==> src/rtl/el2_lsu_trigger_resp_if.sv <==
// Signal bundle between the LSU trigger-response block and its surroundings.
// slave = the response block, master = the pipeline/debug side driving it.
interface el2_lsu_trigger_resp_if;
  // M-stage trigger compare and pipeline control
  logic [3:0] lsu_trigger_match_m;
  logic       lsu_valid_m;
  logic       flush_m;
  logic       flush_r;

  // Trigger configuration and debug unit handshake
  logic [1:0] trigger_chain;
  logic [3:0] trigger_action;
  logic [3:0] trigger_hit_clr;
  logic       dbg_halt_ack;

  // Responses
  logic [3:0] lsu_trigger_match_r;
  logic       lsu_trigger_exc_r;
  logic       lsu_trigger_halt_req;
  logic [3:0] lsu_trigger_hit;

  // Debug view of the halt FSM: 0 = IDLE, 1 = HALT_PEND
  logic       trig_fsm_state;

  modport slave (
    input  lsu_trigger_match_m,
    input  lsu_valid_m,
    input  flush_m,
    input  flush_r,
    input  trigger_chain,
    input  trigger_action,
    input  trigger_hit_clr,
    input  dbg_halt_ack,
    output lsu_trigger_match_r,
    output lsu_trigger_exc_r,
    output lsu_trigger_halt_req,
    output lsu_trigger_hit,
    output trig_fsm_state
  );

  modport master (
    output lsu_trigger_match_m,
    output lsu_valid_m,
    output flush_m,
    output flush_r,
    output trigger_chain,
    output trigger_action,
    output trigger_hit_clr,
    output dbg_halt_ack,
    input  lsu_trigger_match_r,
    input  lsu_trigger_exc_r,
    input  lsu_trigger_halt_req,
    input  lsu_trigger_hit,
    input  trig_fsm_state
  );
endinterface

==> src/rtl/el2_lsu_trigger_resp.sv <==
// LSU trigger response: chain qualification, M->R match register, sticky hits,
// breakpoint exception and held debug-halt request. Chaining needs LSU_TRIGGER_CHAIN_EN.
module el2_lsu_trigger_resp (
  input  logic                           clk,
  input  logic                           rst,
  el2_lsu_trigger_resp_if.slave          bus
);

  typedef enum logic {
    IDLE      = 1'b0,
    HALT_PEND = 1'b1
  } state_t;

  state_t     r_state;
  logic       r_halt_req;
  logic [3:0] r_match_r;
  logic [3:0] r_hit;

  logic [3:0] w_match_qual_m;
  logic [3:0] w_fire_r;
  logic       w_halt_fire;
  logic       w_exc_fire;

  // A chained pair reports on both triggers only when both raw matches hit.
`ifdef LSU_TRIGGER_CHAIN_EN
  always_comb begin
    w_match_qual_m = bus.lsu_trigger_match_m;
    if (bus.trigger_chain[0]) begin
      w_match_qual_m[1:0] = {2{&bus.lsu_trigger_match_m[1:0]}};
    end
    if (bus.trigger_chain[1]) begin
      w_match_qual_m[3:2] = {2{&bus.lsu_trigger_match_m[3:2]}};
    end
  end
`else
  assign w_match_qual_m = bus.lsu_trigger_match_m;
`endif

  always_ff @(posedge clk or posedge rst) begin
    if (rst) begin
      r_match_r <= 4'b0000;
    end else if (bus.lsu_valid_m && !bus.flush_m) begin
      r_match_r <= w_match_qual_m;
    end else begin
      r_match_r <= 4'b0000;
    end
  end

  assign w_fire_r    = r_match_r & ~{4{bus.flush_r}};
  assign w_halt_fire = |(w_fire_r & bus.trigger_action);
  assign w_exc_fire  = |(w_fire_r & ~bus.trigger_action);

  // Set has priority over a same-cycle clear.
  always_ff @(posedge clk or posedge rst) begin
    if (rst) begin
      r_hit <= 4'b0000;
    end else begin
      r_hit <= (r_hit & ~bus.trigger_hit_clr) | w_fire_r;
    end
  end

  // Ack in HALT_PEND wins over a coincident halt fire, which is dropped.
  always_ff @(posedge clk or posedge rst) begin
    if (rst) begin
      r_state    <= IDLE;
      r_halt_req <= 1'b0;
    end else begin
      case (r_state)
        IDLE: begin
          if (w_halt_fire) begin
            r_state    <= HALT_PEND;
            r_halt_req <= 1'b1;
          end
        end
        HALT_PEND: begin
          if (bus.dbg_halt_ack) begin
            r_state    <= IDLE;
            r_halt_req <= 1'b0;
          end
        end
        default: begin
          r_state    <= IDLE;
          r_halt_req <= 1'b0;
        end
      endcase
    end
  end

  assign bus.lsu_trigger_match_r  = r_match_r;
  assign bus.lsu_trigger_hit      = r_hit;
  assign bus.lsu_trigger_halt_req = r_halt_req;
  assign bus.lsu_trigger_exc_r    = (r_state == IDLE) && w_exc_fire && !w_halt_fire;
  assign bus.trig_fsm_state       = r_state;

endmodule

==> src/flat_wrapper.sv <==
// flat-port wrapper written by rule: the top's interface ports become plain ports
module el2_lsu_trigger_resp_flat 
  (clk, rst, bus_lsu_trigger_match_m, bus_lsu_valid_m, bus_flush_m, bus_flush_r, bus_trigger_chain, bus_trigger_action, bus_trigger_hit_clr, bus_dbg_halt_ack, bus_lsu_trigger_match_r, bus_lsu_trigger_exc_r, bus_lsu_trigger_halt_req, bus_lsu_trigger_hit, bus_trig_fsm_state);
  el2_lsu_trigger_resp_if bus_i ();
  input  logic clk;
  input  logic rst;
  input wire logic [$bits(bus_i.lsu_trigger_match_m)-1:0] bus_lsu_trigger_match_m;
  input wire logic [$bits(bus_i.lsu_valid_m)-1:0] bus_lsu_valid_m;
  input wire logic [$bits(bus_i.flush_m)-1:0] bus_flush_m;
  input wire logic [$bits(bus_i.flush_r)-1:0] bus_flush_r;
  input wire logic [$bits(bus_i.trigger_chain)-1:0] bus_trigger_chain;
  input wire logic [$bits(bus_i.trigger_action)-1:0] bus_trigger_action;
  input wire logic [$bits(bus_i.trigger_hit_clr)-1:0] bus_trigger_hit_clr;
  input wire logic [$bits(bus_i.dbg_halt_ack)-1:0] bus_dbg_halt_ack;
  output wire logic [$bits(bus_i.lsu_trigger_match_r)-1:0] bus_lsu_trigger_match_r;
  output wire logic [$bits(bus_i.lsu_trigger_exc_r)-1:0] bus_lsu_trigger_exc_r;
  output wire logic [$bits(bus_i.lsu_trigger_halt_req)-1:0] bus_lsu_trigger_halt_req;
  output wire logic [$bits(bus_i.lsu_trigger_hit)-1:0] bus_lsu_trigger_hit;
  output wire logic [$bits(bus_i.trig_fsm_state)-1:0] bus_trig_fsm_state;
  assign bus_i.lsu_trigger_match_m = bus_lsu_trigger_match_m;
  assign bus_i.lsu_valid_m = bus_lsu_valid_m;
  assign bus_i.flush_m = bus_flush_m;
  assign bus_i.flush_r = bus_flush_r;
  assign bus_i.trigger_chain = bus_trigger_chain;
  assign bus_i.trigger_action = bus_trigger_action;
  assign bus_i.trigger_hit_clr = bus_trigger_hit_clr;
  assign bus_i.dbg_halt_ack = bus_dbg_halt_ack;
  assign bus_lsu_trigger_match_r = bus_i.lsu_trigger_match_r;
  assign bus_lsu_trigger_exc_r = bus_i.lsu_trigger_exc_r;
  assign bus_lsu_trigger_halt_req = bus_i.lsu_trigger_halt_req;
  assign bus_lsu_trigger_hit = bus_i.lsu_trigger_hit;
  assign bus_trig_fsm_state = bus_i.trig_fsm_state;
  el2_lsu_trigger_resp u_core (.clk(clk), .rst(rst), .bus(bus_i));
endmodule
==> config.mk <==
export PLATFORM = sky130hd
export DESIGN_NAME = el2_lsu_trigger_resp_flat
export DESIGN_NICKNAME = d
export VERILOG_FILES = /design/src/rtl/el2_lsu_trigger_resp_if.sv /design/src/rtl/el2_lsu_trigger_resp.sv /design/src/flat_wrapper.sv
export SDC_FILE = /design/constraint.sdc
export NUM_CORES = 1
export LEC_CHECK = 0
export CAP_MARGIN = 20
export CORE_AREA = 2 2 39 41
export CTS_CLUSTER_SIZE = 8
export DETAILED_ROUTE_END_ITERATION = 8
export DIE_AREA = 0 0 41 43
export PLACE_DENSITY = 0.75
export SLEW_MARGIN = 20
export SYNTH_ARGS = -nofsm -noshare
export SYNTH_HDL_FRONTEND = slang
export SYNTH_SLANG_ARGS = --single-unit
export TNS_END_PERCENT = 20
==> constraint.sdc <==
create_clock -name clk -period 1.4 [get_ports clk]
set_input_delay 0.28 -clock clk [delete_from_list [all_inputs] [get_ports clk]]
set_output_delay 0.28 -clock clk [all_outputs]
set_load 0.02 [all_outputs]
==> results.toml, run 1 <==
[worst_setup_path]
r2r_end = "u_core.bus.trig_fsm_state"
path_max_fanout = 3
regToRegSetupSlack_ns = 0.38
cp.arrival_ns = 1.24
endpoint_kind = "output port"
crit_start = "u_core.bus.lsu_trigger_match_r[3]"
cp.required_ns = 1.12
reg2reg_depth = 3
rr_startpoint = "u_core.bus.lsu_trigger_match_r[3]"
worstSetupPathType = "reg2out"
start_kind = "flop"

[timing]
relSlewSlack_pct = 74.33
setup_violations = 1
period_share_pct = 108.9
report.final.slew_viol_count = 0
fin_worst_skew_ns = 0.001276
tns_ns = -0.1248
setup_slack_ns = -0.1248
grt_setup_unrepaired = "yes"
timing.fmax_mhz = 655.8
layout_min_cycle_time_ns = 1.525
hold_viol = 0
fin_hold_ws_ns = 0.2854
tightest_slew_ns = 0.3846

[cts]
clk_path_buf_depth = 2
cts.sinks = 10
clkTransAtPathRegs_ns = 0.07
cts_root_buf = "clkbuf_4"
htreeDepth = 1
cts_tree = "built"
clkLatencyLatePin_ns = 0.26
numCtsBuffers = 3
ctsHoldBuffers = 0

[die]
coreArea_um2 = 1384
die_h_um = 43
std_cell_rows = 14
initial_core_util_pct = 30.65
die_area_um2 = 1763
pin_count = 31
die_w_um = 41

[power_and_ir_drop]
leakage_nw = 0.4289
p_int_uw = 580.6
peakVddDrop_mv = 0.5260
clkPwrFrac_pct = 33.5
p_seq_share_pct = 41.7
swShare_pct = 25.40
power_density_nw_per_um2 = 928.4
p_sw_uw = 197.7
pwr-share-comb_pct = 24.8
finalPower_uw = 778.3

[route]
vias = 428
wirelength_um = 1026
ant_nets = 0
vias_per_cell = 4.280
avgRoutedWirePerCell_um = 10.26
first_iter_violations = 4
drc_errors = 0
firstDrtPassIters = 2

[place]
place_inst = 93
io_buffers = 28
place.gp.congestion = 0.6785

[global_routing]
grt_max_degree = 11
grt_pass1_vias = 435
antenna_found_initial = 0
track_usage_pct = 15.03
overflow = 0
grt_pass1_wl_um = 1711

[layout]
fillers = 124
fin_util_pct = 60.58
multi_input_area_um2 = 136.4
final_cell_mix = "buf_4, clkdlybuf4s50_1, inv_1, dfrtp_1, dlygate4sd2_1"
area_growth_pct = 97.64
nets = 105
final_common_cell = "buf_4"
layout-drive-gt1-share_pct = 28.57
regArea_um2 = 250.2
antenna_cells = 0
finalNonFillerCells = 100

[synth]
synth_cells = 39
ys_seq_area_share_pct = 59.00
yosysUniqueCellTypes = 12
yosysWarnings = 0
synthesis.nets = 59
synth-seq-cells = 10
avgSynthCellArea_um2 = 10.88
synth_area_um2 = 424.2

[hold_path]
hold_class = "in2async"

[run]
drv_cap = 0

[status]
violations = "negative setup slack"
outcome = "finished, violations left"
[power by group through the flow]
stage | clock (mW) | sequential (mW) | combinational (mW)
after global placement | 0 | 0.331 | 0.207
after floorplan | 0 | 0.361 | 0.0458
after detailed placement | 0 | 0.332 | 0.207
after CTS | 0.266 | 0.326 | 0.190
after global routing | 0.279 | 0.329 | 0.211
final | 0.261 | 0.325 | 0.193
[cell type report]
cell class	count	share of cell area (%)
Multi-Input combinational cell	19	16.27
Tap cell	16	2.388
Inverter	10	4.478
Clock buffer	4	4.328
Sequential cell	10	29.85
Timing Repair Buffer	41	42.69
[through the flow]
step,instance area [um2],worst slack (ns)
after floorplan,424.2,0.1063
after global placement,799.5,-0.6253
after detailed placement,799.5,-0.6322
after CTS,817.0,-0.1401
after global routing,838.3,-0.1687
final,838.3,-0.1248
[registers in the layout, indices dropped and copies added, names as in the netlist]
name / flops
u_core.bus.lsu_trigger_hit: 4
u_core.bus.lsu_trigger_match_r: 4
u_core.bus.lsu_trigger_halt_req: 1
u_core.bus.trig_fsm_state: 1
[Yosys cell counts]
master    count  share of area (%)
dfrtp_1      10                 59
a22oi_2       2                5.9
nor2b_1       1                1.5
and2_1        4                5.9
nor2_1        1               0.88
a22o_1        1                2.1
a21boi_0      1                1.8
inv_1        10                8.9
nand2_1       1               0.88
o22ai_1       6                8.9
a21o_1        1                1.8
o2111a_1      1                2.7
[metal layers]
layer	global-route usage, %	share of wire, %
met5	0	0
met4	12.00	1.2
met3	4.188	8.8
met2	22.19	49
met1	17.00	41
[worst max path at each step]
stage,endpoint,slack (ns)
2_1_floorplan,bus_lsu_trigger_exc_r,0.11
3_3_place_gp,bus_lsu_trigger_exc_r,-0.63
3_5_place_dp,bus_lsu_trigger_exc_r,-0.63
4_1_cts,bus_lsu_trigger_exc_r,-0.14
5_1_grt,bus_lsu_trigger_exc_r,-0.17
6_report,bus_lsu_trigger_exc_r,-0.12
[logic make-up (layout without fill, tap and decap cells)]
logic type             Yosys count  after routing  synth area share (%)
flip-flops                      10             10                 59.00
AO/OA/AOI/OAI                   12             12                 23.01
buffers and inverters           10             55                 8.851
AND/OR/NAND/NOR                  7              7                 9.143
[critical path, cell delays in order (launching register included)]
cell and delay, ns:
dfrtp_1 0.41, a22oi_2 0.20, o2111a_1 0.24, buf_6 0.13
[timing repair]
item | in CTS | in global routing
endpoints found under the setup margin | 11 | 3
setup buffers | 0 | 3
pin swaps | 4 | 3
gates cloned | 0 | 0
endpoints found under the hold margin | 0 | 0
gates resized for setup | 24 | 2
(Power assumes the default switching activity.)
==> run 2, diff against run 1 <==
CAP_MARGIN = unset   (was 20)
CORE_AREA = 3 3 40 42   (was 2 2 39 41)
DIE_AREA = 0 0 43 45   (was 0 0 41 43)
==> results.toml, run 2 (synthesized netlist as in run 1, its figures left out) <==
[status]
outcome = "finished, violations left"
violations = "negative setup slack"

[cts]
cts.sinks = 10
htreeDepth = 1
cts_root_buf = "clkbuf_4"
ctsHoldBuffers = 0
clkTransAtPathRegs_ns = 0.07
cts_tree = "built"
clk_path_buf_depth = 2
numCtsBuffers = 3
clkLatencyLatePin_ns = 0.27

[worst_setup_path]
endpoint_kind = "output port"
crit_path_top_delay_cell = "dfrtp_1"
r2r_end = "u_core.bus.trig_fsm_state"
critPathMaxStageDelay_ns = 0.41
regToRegSetupSlack_ns = 0.36
rr_startpoint = "u_core.bus.lsu_trigger_match_r[3]"
reg2reg_depth = 3
cp_num_buf_inv = 2
path_max_fanout = 3
cp.required_ns = 1.12
start_kind = "flop"
crit_chain = "inv_2 -> o22ai_1 -> o2111a_1 -> buf_6"
cp_num_cells = 4
cp.arrival_ns = 1.30
worstSetupPathType = "reg2out"
crit_family = "compound AO/OA/AOI/OAI gates"

[place]
place.gp.congestion = 0.7343
io_buffers = 28
dpl.hpwl_um = 901
placed_area_um2 = 805.8

[global_routing]
track_usage_pct = 14.39
grt_pass1_vias = 483
grt_pass1_wl_um = 1945
overflow = 0
grt_max_degree = 11
antenna_found_initial = 0

[timing]
setup_slack_ns = -0.1771
report.final.slew_viol_count = 0
relSlewSlack_pct = 74.04
period_share_pct = 112.6
layout_min_cycle_time_ns = 1.577
tightest_slew_ns = 0.3889
setup_violations = 1
fin_hold_ws_ns = 0.2848
fin_worst_skew_ns = 0.001395
grt_setup_unrepaired = "yes"
hold_viol = 0
timing.fmax_mhz = 634.1

[run]
drv_cap = 0

[power_and_ir_drop]
pwr-share-comb_pct = 25.2
clkPwrFrac_pct = 33.9
power_density_nw_per_um2 = 930.0
p_seq_share_pct = 40.8
p_sw_uw = 211.5
leakage_nw = 0.4384
swShare_pct = 26.57
peakVddDrop_mv = 0.5469
finalPower_uw = 795.9
p_int_uw = 584.4

[route]
vias_per_cell = 4.901
wirelength_um = 1256
ant_nets = 0
vias = 495
firstDrtPassIters = 4
avgRoutedWirePerCell_um = 12.44
drc_errors = 0
first_iter_violations = 11

[die]
die_area_um2 = 1935
coreArea_um2 = 1285
die_w_um = 43
die_h_um = 45
pin_count = 31
std_cell_rows = 13
initial_core_util_pct = 33.01

[layout]
layout-drive-gt1-share_pct = 31.40
stdcell_area_um2 = 855.8
area_growth_pct = 101.8
fillers = 115
final_cell_mix = "buf_4, clkdlybuf4s50_1, dfrtp_1"
final_common_cell = "buf_4"
antenna_cells = 0
nets = 107

[hold_path]
hold_class = "in2async"
-- run 2: cell count changes in the layout (fill, tap and decap cells not counted) --
cell and delta:
inv_2 +1, buf_4 +1, inv_1 -1, buf_6 +1
-- run 2: metal layers --
layer	share of wire, %	global-route usage [%]	up-vias
li1	-	-	226
met1	37	13.93	228
met2	47	24.55	36
met3	12	4.781	5
met4	3.6	12.65	0
met5	0	0	-
-- run 2: worst register-to-register path, stage by stage (launching register included) --
cell and delay, ns:
dfrtp_1 0.40, a22oi_2 0.24, nand2_1 0.10, a22o_1 0.20
-- run 2: worst max-delay path by stage --
| stage | from | endpoint | slack, ns |
|---|---|---|---|
| final | u_core.bus.lsu_trigger_match_r[1] | bus_lsu_trigger_exc_r | -0.18 |
| after global routing | u_core.bus.lsu_trigger_match_r[1] | bus_lsu_trigger_exc_r | -0.21 |
| after CTS | u_core.bus.lsu_trigger_match_r[3] | bus_lsu_trigger_exc_r | -0.11 |
| after detailed placement | bus_trigger_action[3] | bus_lsu_trigger_exc_r | -0.61 |
| after global placement | bus_trigger_action[0] | bus_lsu_trigger_exc_r | -0.60 |
| after floorplan | u_core.bus.lsu_trigger_match_r[1] | bus_lsu_trigger_exc_r | 0.11 |
-- run 2: power by group through the flow --
| stage | clock, mW | sequential [mW] | combinational, mW |
|---|---|---|---|
| 6_report | 0.270 | 0.325 | 0.201 |
| 2_1_floorplan | 0 | 0.361 | 0.0458 |
| 5_1_grt | 0.281 | 0.327 | 0.220 |
| 3_5_place_dp | 0 | 0.331 | 0.211 |
| 3_3_place_gp | 0 | 0.330 | 0.208 |
| 4_1_cts | 0.272 | 0.325 | 0.194 |
-- run 2: repair_timing --
| item | 4_1_cts | 5_1_grt |
|---|---|---|
| resized for setup | 24 | 5 |
| pin swaps | 4 | 3 |
| endpoints found under the setup margin | 11 | 3 |
| buffers inserted | 0 | 4 |
-- run 2: layout make-up --
| type | count | area [um2] | share of cell area [%] |
|---|---|---|---|
| flip-flops and latches | 10 | 250.2 | 29.24 |
| inverters | 10 | 37.54 | 4.386 |
| multi-input cells | 19 | 136.4 | 15.94 |
| repair buffers | 43 | 376.6 | 44.01 |
| clock buffers | 4 | 36.28 | 4.240 |
| well taps | 15 | 18.77 | 2.193 |
-- run 2: through the flow --
stage / setup slack, ns / cells / util (%) / TNS [ns]
floorplan: 0.1063 / 39 / - / 0
global placement: -0.6041 / 93 / 62.71 / -0.6041
detailed placement: -0.6132 / 93 / 62.71 / -0.6132
CTS: -0.1070 / 97 / 64.07 / -0.1070
global route: -0.2111 / 101 / 66.60 / -0.2111
finish: -0.1771 / 101 / 66.60 / -0.1771
